===== config.mk =====
export PLATFORM = sky130hd
export DESIGN_NAME = board_cursor_ctrl
export DESIGN_NICKNAME = d
export VERILOG_FILES = /design/src/rtl/checker_pkg.sv /design/src/rtl/key_debounce.sv /design/src/rtl/board_cursor_ctrl.sv
export SDC_FILE = /design/constraint.sdc
export NUM_CORES = 1
export LEC_CHECK = 0
export CORE_MARGIN = 2
export CORE_UTILIZATION = 57
export CTS_CLUSTER_DIAMETER = 80
export DETAILED_ROUTE_END_ITERATION = 10
export PLACE_DENSITY_LB_ADDON = 0.08
export SLEW_MARGIN = 10
export SYNTH_ARGS = -nofsm -noshare
export SYNTH_HDL_FRONTEND = slang
export SYNTH_SLANG_ARGS = --single-unit

===== constraint.sdc =====
create_clock -name clk -period 2.5 [get_ports clk]
set_input_delay 0.5 -clock clk [delete_from_list [all_inputs] [get_ports clk]]
set_output_delay 0.5 -clock clk [all_outputs]
set_load 0.05 [all_outputs]

===== src/rtl/checker_pkg.sv =====
// Shared types and constants for the checkers player-input front end.
package checker_pkg;

  typedef enum logic [1:0] {
    PH_PICK   = 2'd0,
    PH_WAIT   = 2'd1,
    PH_DEST   = 2'd2,
    PH_COMMIT = 2'd3
  } phase_e;

  localparam int KEY_X       = 0;
  localparam int KEY_Y       = 1;
  localparam int KEY_CONFIRM = 2;
  localparam int KEY_CANCEL  = 3;
  localparam int NUM_KEYS    = 4;

  localparam int SLOT_W         = 7;
  localparam int SLOT_VALID_BIT = 6;
  localparam int NUM_SLOTS      = 4;

  typedef logic [5:0] loc_t;

  function automatic logic [SLOT_W-1:0] slot_of(input logic [NUM_SLOTS*SLOT_W-1:0] lm,
                                                input int k);
    return lm[k*SLOT_W +: SLOT_W];
  endfunction

endpackage


===== src/rtl/key_debounce.sv =====
// One push button: 2-flop synchronizer, stability counter, registered press pulse.
module key_debounce #(
  parameter int DEBOUNCE_CYCLES = 500000
) (
  input  logic clk,
  input  logic rst,
  input  logic key_n_i,
  output logic press_o
);

  localparam int CNT_W = (DEBOUNCE_CYCLES > 1) ? $clog2(DEBOUNCE_CYCLES) : 1;
  localparam logic [CNT_W-1:0] CNT_LAST = CNT_W'(DEBOUNCE_CYCLES - 1);
  localparam logic [CNT_W-1:0] CNT_ZERO = {CNT_W{1'b0}};
  localparam logic [CNT_W-1:0] CNT_ONE  = CNT_W'(1);

  logic             sync1_q, sync2_q;
  logic             level_q, level_d, level_dly_q;
  logic             press_q;
  logic [CNT_W-1:0] cnt_q, cnt_d;

  // Accept a new level only after it has disagreed with the current one long enough.
  always_comb begin
    level_d = level_q;
    cnt_d   = cnt_q;
    if (sync2_q == level_q) begin
      cnt_d = CNT_ZERO;
    end else if (cnt_q == CNT_LAST) begin
      level_d = sync2_q;
      cnt_d   = CNT_ZERO;
    end else begin
      cnt_d = cnt_q + CNT_ONE;
    end
  end

  // Synchronizer, debounce state and falling-edge pulse register.
  always_ff @(posedge clk or negedge rst) begin
    if (!rst) begin
      sync1_q     <= 1'b1;
      sync2_q     <= 1'b1;
      level_q     <= 1'b1;
      level_dly_q <= 1'b1;
      cnt_q       <= CNT_ZERO;
      press_q     <= 1'b0;
    end else begin
      sync1_q     <= key_n_i;
      sync2_q     <= sync1_q;
      level_q     <= level_d;
      level_dly_q <= level_q;
      cnt_q       <= cnt_d;
      press_q     <= level_dly_q & ~level_q;
    end
  end

  assign press_o = press_q;

endmodule


===== src/rtl/board_cursor_ctrl.sv =====
// Player input front end: debounced keys, board cursor and pick/destination
// selection FSM that issues a move request against the legal-move bus.
module board_cursor_ctrl
  import checker_pkg::*;
#(
  parameter int DEBOUNCE_CYCLES = 500000,
  parameter int LEGAL_WAIT      = 2
) (
  input  logic                        clk,
  input  logic                        rst,
  input  logic [NUM_KEYS-1:0]         key_n,
  input  logic [NUM_SLOTS*SLOT_W-1:0] legal_move,
  output logic [5:0]                  cursor_loc,
  output logic [5:0]                  select_loc,
  output logic                        move_req,
  output logic [5:0]                  move_from,
  output logic [5:0]                  move_to,
  output logic                        sel_err,
  output logic [1:0]                  phase
);

  localparam int WAIT_W = (LEGAL_WAIT > 1) ? $clog2(LEGAL_WAIT) : 1;
  localparam logic [WAIT_W-1:0] WAIT_LOAD = WAIT_W'(LEGAL_WAIT - 1);
  localparam logic [WAIT_W-1:0] WAIT_ZERO = {WAIT_W{1'b0}};
  localparam logic [WAIT_W-1:0] WAIT_ONE  = WAIT_W'(1);

  logic [NUM_KEYS-1:0] press_s;
  logic                ev_cancel_s, ev_confirm_s, ev_x_s, ev_y_s;
  logic                any_valid_s, hit_s;
  logic [SLOT_W-1:0]   slot_s;

  phase_e              phase_q;
  loc_t                cursor_q, select_q, from_q, to_q;
  logic                move_req_q, sel_err_q;
  logic [WAIT_W-1:0]   wait_q;

  for (genvar k = 0; k < NUM_KEYS; k++) begin : g_key
    key_debounce #(
      .DEBOUNCE_CYCLES(DEBOUNCE_CYCLES)
    ) u_key_debounce (
      .clk     (clk),
      .rst     (rst),
      .key_n_i (key_n[k]),
      .press_o (press_s[k])
    );
  end

  // Same-cycle key events: cancel beats confirm beats x beats y.
  always_comb begin
    ev_cancel_s  = press_s[KEY_CANCEL];
    ev_confirm_s = press_s[KEY_CONFIRM] & ~press_s[KEY_CANCEL];
    ev_x_s       = press_s[KEY_X] & ~press_s[KEY_CANCEL] & ~press_s[KEY_CONFIRM];
    ev_y_s       = press_s[KEY_Y] & ~press_s[KEY_CANCEL] & ~press_s[KEY_CONFIRM]
                   & ~press_s[KEY_X];
  end

  // Live view of the legal-move bus: any valid slot, and a valid slot at the cursor.
  always_comb begin
    any_valid_s = 1'b0;
    hit_s       = 1'b0;
    slot_s      = {SLOT_W{1'b0}};
    for (int k = 0; k < NUM_SLOTS; k++) begin
      slot_s      = slot_of(legal_move, k);
      any_valid_s = any_valid_s | slot_s[SLOT_VALID_BIT];
      hit_s       = hit_s | (slot_s[SLOT_VALID_BIT] & (slot_s[5:0] == cursor_q));
    end
  end

  // Selection FSM with cursor counters and registered request/error pulses.
  always_ff @(posedge clk or negedge rst) begin
    if (!rst) begin
      phase_q    <= PH_PICK;
      cursor_q   <= 6'd0;
      select_q   <= 6'd0;
      from_q     <= 6'd0;
      to_q       <= 6'd0;
      move_req_q <= 1'b0;
      sel_err_q  <= 1'b0;
      wait_q     <= WAIT_ZERO;
    end else begin
      move_req_q <= 1'b0;
      sel_err_q  <= 1'b0;
      case (phase_q)
        PH_PICK: begin
          if (ev_confirm_s) begin
            select_q <= cursor_q;
            wait_q   <= WAIT_LOAD;
            phase_q  <= PH_WAIT;
          end else if (ev_x_s) begin
            cursor_q[5:3] <= cursor_q[5:3] + 3'd1;
          end else if (ev_y_s) begin
            cursor_q[2:0] <= cursor_q[2:0] + 3'd1;
          end
        end
        PH_WAIT: begin
          if (ev_cancel_s) begin
            phase_q <= PH_PICK;
          end else if (wait_q == WAIT_ZERO) begin
            if (any_valid_s) begin
              phase_q <= PH_DEST;
            end else begin
              sel_err_q <= 1'b1;
              phase_q   <= PH_PICK;
            end
          end else begin
            wait_q <= wait_q - WAIT_ONE;
          end
        end
        PH_DEST: begin
          if (ev_cancel_s) begin
            phase_q <= PH_PICK;
          end else if (ev_confirm_s) begin
            if (hit_s) begin
              // A hit means the matched target equals the cursor.
              move_req_q <= 1'b1;
              from_q     <= select_q;
              to_q       <= cursor_q;
              phase_q    <= PH_COMMIT;
            end else begin
              sel_err_q <= 1'b1;
            end
          end else if (ev_x_s) begin
            cursor_q[5:3] <= cursor_q[5:3] + 3'd1;
          end else if (ev_y_s) begin
            cursor_q[2:0] <= cursor_q[2:0] + 3'd1;
          end
        end
        PH_COMMIT: begin
          phase_q <= PH_PICK;
        end
        default: begin
          phase_q <= PH_PICK;
        end
      endcase
    end
  end

  assign cursor_loc = cursor_q;
  assign select_loc = select_q;
  assign move_req   = move_req_q;
  assign move_from  = from_q;
  assign move_to    = to_q;
  assign sel_err    = sel_err_q;
  assign phase      = phase_q;

endmodule


* Word-level counts from Yosys, hierarchy flattened
Cells that the tools add are included.
** Word-level totals
- Register bits after elaboration :: 125
- Logic and storage cells :: 140
** Cells by class
- Eq/ne operators :: 21
- $add $sub $neg :: 7
- Mux-type cells :: 37
- Bitwise gates (word level) :: 31
- Reduce and logical (&&, ||, !) cells :: 12
** Operator list (count)
- 2-to-1 mux 19 bit :: 8
- adder 19 x 1 -> 19 bit, second input constant :: 4
- == test 19 bit, second input constant :: 4
- == test 6 bit :: 4
- bitwise AND 1 bit :: 14
- 2-to-1 mux 2 bit :: 7
- 2-to-1 mux 1 bit :: 13
- 2-to-1 mux 6 bit :: 2
- case mux 6 bit (2 select lines) :: 1
- AND reduction 2 bit :: 6
- inverter 1 bit :: 11
- 2-to-1 mux 3 bit :: 3
- != test 3 x 2 -> 1 bit, second input constant :: 3
- case mux 2 bit (4 select lines) :: 1
- AND reduction 4 bit :: 2
- adder 3 x 1 -> 3 bit, second input constant :: 2
- != test 2 bit, second input constant :: 3
- bitwise OR 1 bit :: 6
- == test 1 bit :: 4
- == test 2 bit, second input constant :: 2
- case mux 1 bit (2 select lines) :: 2
- nonzero test 2 bit :: 2
- AND reduction 3 bit :: 1
- == test 2 x 1 -> 1 bit, second input constant :: 1
- 2 further kinds :: 2

* Longest topological paths before layout
Gate-level depths: netlist of the first run.
- Depth in word-level cells :: 9
- Mapped depth :: 8
- Mapped depth without buffers :: 7

* Cells and area by module
From an unflattened synthesis of the first run, not the netlist that was laid out.
** Second synthesis, totals
- Cells, all modules :: 568
- Area, all modules :: 6221.0 µm²
** Modules (own cells, without submodules)
- key_debounce (g_key[1].u_key_debounce ...) :: area an instance 1141.1 µm², instances 3, cells each 108, seq. area each 605.6 µm²
- board_cursor_ctrl :: area an instance 1662.8 µm², instances 1, cells each 136, seq. area each 725.7 µm²
- key_debounce (g_key[0].u_key_debounce) :: area an instance 1134.8 µm², instances 1, cells each 108, seq. area each 605.6 µm²

* Worst setup path after synthesis of the first run
Ideal clock, no wire load.
- Kind :: reg-to-reg
- Start :: register cursor_q[0] (netlist: cursor_loc[0])
- End :: register from_q[0] (netlist: move_from[0])
- Stages on the path, launching flop included :: 9
- Data arrival time :: 2092 ps
- Setup slack :: 283 ps
- Cells stage by stage :: dfrtp_1 > buf_6 > xnor2_1 > nand4_1 > nor4_1 > nor4_4 > nor2_4 > buf_12 > mux2_4
** On the way
- Cells in the longest elaborated chain, start to end :: 6
- Elaborated cells between the ends (all ways) :: 12
- Classes of those cells :: eq/ne (4); bitwise (7); reduce/logical (1)
** RTL lines
- from (decl) :: RTL line board_cursor_ctrl.sv:33 : loc_t cursor_q, select_q, from_q, to_q;
- from (signal assigned) :: RTL line board_cursor_ctrl.sv:92 : cursor_q[2:0] <= cursor_q[2:0] + 3'd1;
- from (signal assigned) :: RTL line board_cursor_ctrl.sv:125 : cursor_q[2:0] <= cursor_q[2:0] + 3'd1;
- == test 6 bit :: RTL line board_cursor_ctrl.sv:65 : hit_s = hit_s | (slot_s[SLOT_VALID_BIT] & (slot_s[5:0] == cursor_q));
- bitwise AND 1 bit :: RTL line board_cursor_ctrl.sv:65
- bitwise OR 1 bit (2 in a row) :: RTL line board_cursor_ctrl.sv:65
- bitwise OR 1 bit (*) :: RTL line board_cursor_ctrl.sv:65
- AND reduction 4 bit (no line) (*)
- to (signal assigned) :: RTL line board_cursor_ctrl.sv:116 : from_q <= select_q;
- to (decl) :: RTL line board_cursor_ctrl.sv:33
Every way passes the cells marked *; elsewhere a longest branch is shown, timed or not.
A chain may end at the register's enable or synchronous reset.

* Worst setup path in the final report of the first run
- Start :: register phase_q[1] (netlist: phase[1])
- End :: output phase[1]
** RTL lines
- from (decl) :: RTL line board_cursor_ctrl.sv:32 : phase_e phase_q;
- from (signal assigned) :: RTL line board_cursor_ctrl.sv:72 : phase_q <= PH_PICK;
- from (signal assigned) :: RTL line board_cursor_ctrl.sv:88 : phase_q <= PH_WAIT;
- from (signal assigned) :: RTL line board_cursor_ctrl.sv:97 : phase_q <= PH_PICK;
- to (decl) :: RTL line board_cursor_ctrl.sv:19 : output logic [1:0] phase
No word-level cell between the ends.

==> flow_metrics.tcl, run 1 <==
set metrics [dict create \
    outcome "finished with violations" \
    violations "negative hold slack" \
    nets 659 \
    switching_share 0.222 \
    setup_tns_ns 0 \
    internal_power_mw 3.62 \
    clkLatencyLatePin_ns 0.51 \
    p_switching_mw 1.03 \
    die_y_um 106 \
    grt_setup_unrepaired "no" \
    die_area_um2 11200 \
    ys_ff_latch 125 \
    ys_warn_count 0 \
    clockPowerShare 0.492 \
    drt-total-wl_mm 11.3 \
    ios 62 \
    grt_max_degree 49 \
    crit_chain "clkdlybuf4s50_1" \
    critPathMaxFanout 5 \
    fp.dieW_um 106 \
    synth_edf_count 0 \
    synthArstFlopShare 1.00 \
    cp.arrival_ns 1.75 \
    cts_sinks 125 \
    syn_inst 541 \
    drc 0 \
    avgSynthCellArea_um2 10.9 \
    final_hold_viol_count 1 \
    clk_pin_slew_ns 0.06 \
    seq_area_frac_synth 0.534 \
    multi_input_area_um2 2570 \
    cts_setup_buffers 0 \
    yosysMostFrequentCell "dfrtp_1" \
    critPathMaxStageDelay_ns 0.83 \
    cp-end-kind "output port" \
    critPathSlowestCell "clkdlybuf4s50_1" \
    synth.top_cells.by_count "109 x dfrtp_1, 85 x nor2_1, 51 x xor2_1" \
    layout-drive-gt1-share 0.143 \
    cp_data_required_time_ns 2.00 \
    whs_ns -0.00239 \
    drt-wirelength-per-cell_um 14.8 \
    cp_num_buf_inv 1 \
    grt.overflow.total 0 \
    htree_levels 4 \
    synth_cell_types 41 \
    dp.cells 732 \
    cts_tree "yes" \
    syn_area_um2 5900 \
    hpwl_mm 7.64 \
    grt_first_pass_wirelength_mm 19.7 \
    yosys.area.top_type "dfrtp_1" \
    initial_core_util 0.579 \
    hp-class "primary input to asynchronous set/reset pin" \
    ir_worst_vdd_uv 641 \
    period_share 0.899 \
    postRouteAntennaNets 0 \
    vias_per_cell 5.38 \
    p_per_area_nw_per_um2 645 \
    critPathLaunchType "register" \
    synth.net_count 585 \
    rows 37 \
    power_frac_comb 0.060 \
    place_congestion 0.797 \
    finClkSkew_ns 0.00808 \
    drv_cap 0 \
    post-route-min-period_ns 2.25 \
    synth_top_area_share 0.462 \
    nFillCells 755 \
    grt_pass1_vias 4176 \
    crit_family "buffers and inverters" \
    synth_flop_cell "dfrtp_1" \
    fin_cells 764 \
    antenna_found_initial 0 \
    timing.fmax_ghz 0.445 \
    cts_buffers 17 \
    seqPwrFrac 0.448 \
    core_um2 10200 \
    antennaDiodeCount 0 \
    drt-initial-drc-count 221 \
    slew_headroom 0.575 \
    cts-root-buf "clkbuf_8" \
    synth_area_leaders "dfrtp_1 46%, xor2_1 7.6%, dfstp_2 7.1%, xnor2_1 5.5%, nor2_1 5.4%" \
    drv_slew 0 \
    worst_slew_pin_slew_ns 0.637 \
    io_buffer_count 61 \
    clk_path_buf_depth 2 \
    register_area_um2 3150 \
    criticalPathCategory "register to output port" \
    area_delta_synth_final_pct 22.1 \
    setup_viol 0 \
    leakagePower_nw 3.12 \
    grt_use_total 0.223 \
    drtPass1Iterations 5 \
    via_count 4108 \
]
cells in the final DEF (no fill, tap or decap), types with 2 or more instances in the layout:
cell type,count
dfrtp_1,109
nor2_1,85
clkdlybuf4s50_1,54
xor2_1,51
xnor2_1,37
nand2_1,35
nand3_1,24
nand4_1,22
mux2_2,16
clkbuf_16,16
dfstp_2,16
inv_1,15
a21oi_1,14
o21ai_0,13
or3_1,12
ha_1,10
mux2_4,9
buf_4,8
and3_1,7
nor3_1,7
nor2b_1,7
and4_1,6
nor4_1,6
clkinv_2,5
dlygate4sd2_1,5
nor4b_1,4
or2_2,4
nand4b_1,3
clkbuf_1,3
nor4_2,2
clkbuf_8,2
bufinv_16,2
clkinvlp_4,2
buf_12,2
state kept, by name (all words and copies together), names as in the netlist, 2 cells and up:
name / count
cursor_loc: 6
select_loc: 6
g_key.u_key_debounce.sync1_q: 4
g_key.u_key_debounce.cnt_q: 76
g_key.u_key_debounce.sync2_q: 4
move_to: 6
g_key.u_key_debounce.level_dly_q: 4
g_key.u_key_debounce.press_o: 4
move_from: 6
g_key.u_key_debounce.level_q: 4
phase: 2
stage by stage:
stage / setup WS (ns) / area [um2] / hold slack, ns / total power [mW] / util
floorplan: 0.283 / 5900 / 0.204 / 2.25 / -
global placement: 0.0857 / 6650 / 0.348 / 2.39 / 0.653
detailed placement: 0.0753 / 6650 / 0.348 / 2.40 / 0.653
CTS: 0.00120 / 7200 / 0.0117 / 4.70 / 0.707
global route: 0.197 / 7200 / 0.0381 / 4.84 / 0.707
finish: 0.253 / 7200 / -0.00239 / 4.65 / 0.707
cell families after synthesis:
kind of cell,synth area share
buffers and inverters,0.0303
xor gates and xnor gates,0.131
AOI/OAI and AO/OA,0.0303
and+or+nand+nor,0.201
muxes,0.0534
DFF,0.534
adders and majority gates,0.0212
power by group through the flow:
| stage | sequential (mW) | combinational (mW) | clock (mW) |
|---|---|---|---|
| floorplan | 2.13 | 0.124 | 0 |
| global placement | 2.12 | 0.274 | 0 |
| detailed placement | 2.12 | 0.280 | 0 |
| CTS | 2.08 | 0.284 | 2.33 |
| global route | 2.09 | 0.314 | 2.44 |
| finish | 2.08 | 0.278 | 2.29 |
routing by layer:
layer  GRT usage  up-vias  routed length (um)  part of all wire
met3      0.0563       10                 402             0.036
li1            -     1993                   -                 -
met4      0.0799        0                 106            0.0094
met5           0        -                   0                 0
met1       0.285     2026                5060              0.45
met2       0.370       79                5750              0.51
layout make-up:
class | instances | share of cell area
clock buffer | 21 | 0.0610
clock inverter | 11 | 0.0163
inverter | 15 | 0.00782
multi-input combinational | 386 | 0.357
sequential | 125 | 0.437
tap | 136 | 0.0236
timing repair buffer | 70 | 0.0968
path summary, 6_finish.rpt:
| kind | startpoint | end | slack (ns) | cells past startpoint |
|---|---|---|---|---|
| max | phase[1] | phase[1] | 0.25 | 1 |
| min | rst | move_from[4] | -0.002 | 1 |
| max reg2reg | cursor_loc[0] | move_to[5] | 0.43 | 8 |
| min reg2reg | g_key[0].u_key_debounce.sync1_q | g_key[0].u_key_debounce.sync2_q | 0.35 | 0 |
| max in group asynchronous | rst | g_key[0].u_key_debounce.level_dly_q | 1.76 | 2 |
| min in group clk | g_key[0].u_key_debounce.sync1_q | g_key[0].u_key_debounce.sync2_q | 0.35 | 0 |
what timing repair did:
item | 4_1_cts | 5_1_grt
hold buffers | 0 | 0
gates resized for setup | 5 | 1
setup endpoints to repair | 5 | 1
hold endpoints to repair | 0 | 0
(Power assumes the default switching activity.)
==> run 2, diff against run 1 <==
--- a/config.mk
+++ b/config.mk
@@ -6,7 +6,7 @@
 export NUM_CORES = 1
 export LEC_CHECK = 0
 export CORE_MARGIN = 2
-export CORE_UTILIZATION = 57
+export CORE_UTILIZATION = 43
 export CTS_CLUSTER_DIAMETER = 80
 export DETAILED_ROUTE_END_ITERATION = 10
 export PLACE_DENSITY_LB_ADDON = 0.08
==> run 2 against run 1 <==
The flow now finishes without violations; final cell count grew 4.7%; sequential share of layout area shrank 0.083 points; critical path depth unchanged; largest power group unchanged.
==> flow_metrics.tcl, run 2 (synthesis results as in run 1) <==
set metrics [dict create \
    worst_slew_pin_slew_ns 0.553 \
    crit_chain "clkdlybuf4s50_1" \
    antennaDiodeCount 0 \
    top_register "g_key.u_key_debounce.cnt_q" \
    fp.dieW_um 121 \
    antenna_found_initial 0 \
    drv_slew 0 \
    postRouteAntennaNets 0 \
    cp_num_buf_inv 1 \
    hpwl_mm 7.55 \
    drtPass1Iterations 4 \
    drv_cap 0 \
    via_count 3993 \
    grt_first_pass_wirelength_mm 19.0 \
    clkLatencyLatePin_ns 0.41 \
    grt_pass1_vias 4060 \
    core_um2 13300 \
    cp_data_required_time_ns 2.00 \
    period_share 0.974 \
    cts_tree "yes" \
    ir_worst_vdd_uv 478 \
    criticalPathCategory "register to output port" \
    critPathMaxFanout 9 \
    drt-wirelength-per-cell_um 13.9 \
    outcome "completed" \
    grt_use_total 0.164 \
    ios 62 \
    layout_common_cells "109 x dfrtp_1, 85 x nor2_1, 59 x clkdlybuf4s50_1, 51 x xor2_1, 37 x xnor2_1" \
    critPathLaunchType "register" \
    grt_setup_unrepaired "no" \
    finClkSkew_ns 0.00912 \
    grt_max_degree 46 \
    setup_tns_ns 0 \
    clk_path_buf_depth 2 \
    nets 656 \
    p_per_area_nw_per_um2 624 \
    multi_input_area_um2 2570 \
    io_buffer_count 61 \
    drt-initial-drc-count 180 \
    htree_levels 4 \
    initial_core_util 0.442 \
    post-route-min-period_ns 2.44 \
    cts-root-buf "clkbuf_16" \
    drt-total-wl_mm 11.1 \
    leakagePower_nw 3.07 \
    critPathMaxStageDelay_ns 0.89 \
    final_hold_viol_count 0 \
    crit_family "buffers and inverters" \
    clk_pin_slew_ns 0.05 \
    utilization 0.541 \
    largest_reg_flops 76 \
    area_delta_synth_final_pct 22.3 \
    hp-class "primary input to asynchronous set/reset pin" \
    slew_headroom 0.630 \
    setup_viol 0 \
    place_congestion 0.765 \
    die_area_um2 14700 \
    drc 0 \
    mostFrequentLayoutCell "dfrtp_1" \
    grt.overflow.total 0 \
    cts_sinks 125 \
    layout-drive-gt1-share 0.135 \
    vias_per_cell 4.99 \
    cp-end-kind "output port" \
    critPathSlowestCell "clkdlybuf4s50_1" \
    rows 42 \
    cts_buffers 17 \
    die_y_um 121 \
    cp.arrival_ns 1.94 \
    register_area_um2 3150 \
    nFillCells 1194 \
    timing.fmax_ghz 0.411 \
]
## run 2: cell type report
| type | count | area share |
|---|---|---|
| repair buffers | 67 | 0.0961 |
| multi-input cells | 386 | 0.357 |
| clock buffers | 25 | 0.0673 |
| inverters | 15 | 0.00780 |
| well taps | 176 | 0.0305 |
| flip-flops and latches | 125 | 0.436 |
| clock inverters | 6 | 0.00538 |
## run 2: repair_timing
action	CTS	global route
endpoints found under the setup margin	0	1
setup buffers	0	0
gates resized for setup	0	1
hold buffers	0	0
## run 2: per-layer routing
layer	vias to the layer above	global-route usage	part of all wire
met5	-	0	0
met1	1930	0.207	0.47
met4	0	0.0496	0.0072
met3	6	0.0559	0.053
li1	1980	-	-
met2	77	0.268	0.47
## run 2: path summary, 6_finish.rpt
check,start,end,slack (ns),depth (start not counted)
setup / recovery,cursor_loc[0],cursor_loc[0],0.06,1
hold reg to reg,g_key[1].u_key_debounce.sync1_q,g_key[1].u_key_debounce.sync2_q,0.35,0
hold / removal,rst,move_to[4],0.06,1
max in group asynchronous,rst,g_key[3].u_key_debounce.sync1_q,1.75,2
min in group clk,g_key[1].u_key_debounce.sync1_q,g_key[1].u_key_debounce.sync2_q,0.35,0
setup reg to reg,cursor_loc[3],move_to[3],0.35,8
## run 2: power breakdown
group,switching [mW],internal [mW]
logic,0.152,0.121
registers,0.0257,2.06
clock network,0.812,1.33
## run 2: metrics by stage
stage | hold WS (ns) | instances | instance area [um2] | worst slack, ns | power (mW)
floorplan | 0.204 | 541 | 5900 | 0.283 | 2.25
global placement | 0.347 | 769 | 6690 | 0.0526 | 2.39
detailed placement | 0.349 | 769 | 6690 | 0.0396 | 2.40
CTS | 0.0667 | 800 | 7210 | 0.0210 | 4.58
global route | 0.0863 | 800 | 7220 | 0.00231 | 4.71
finish | 0.0596 | 800 | 7220 | 0.0647 | 4.50
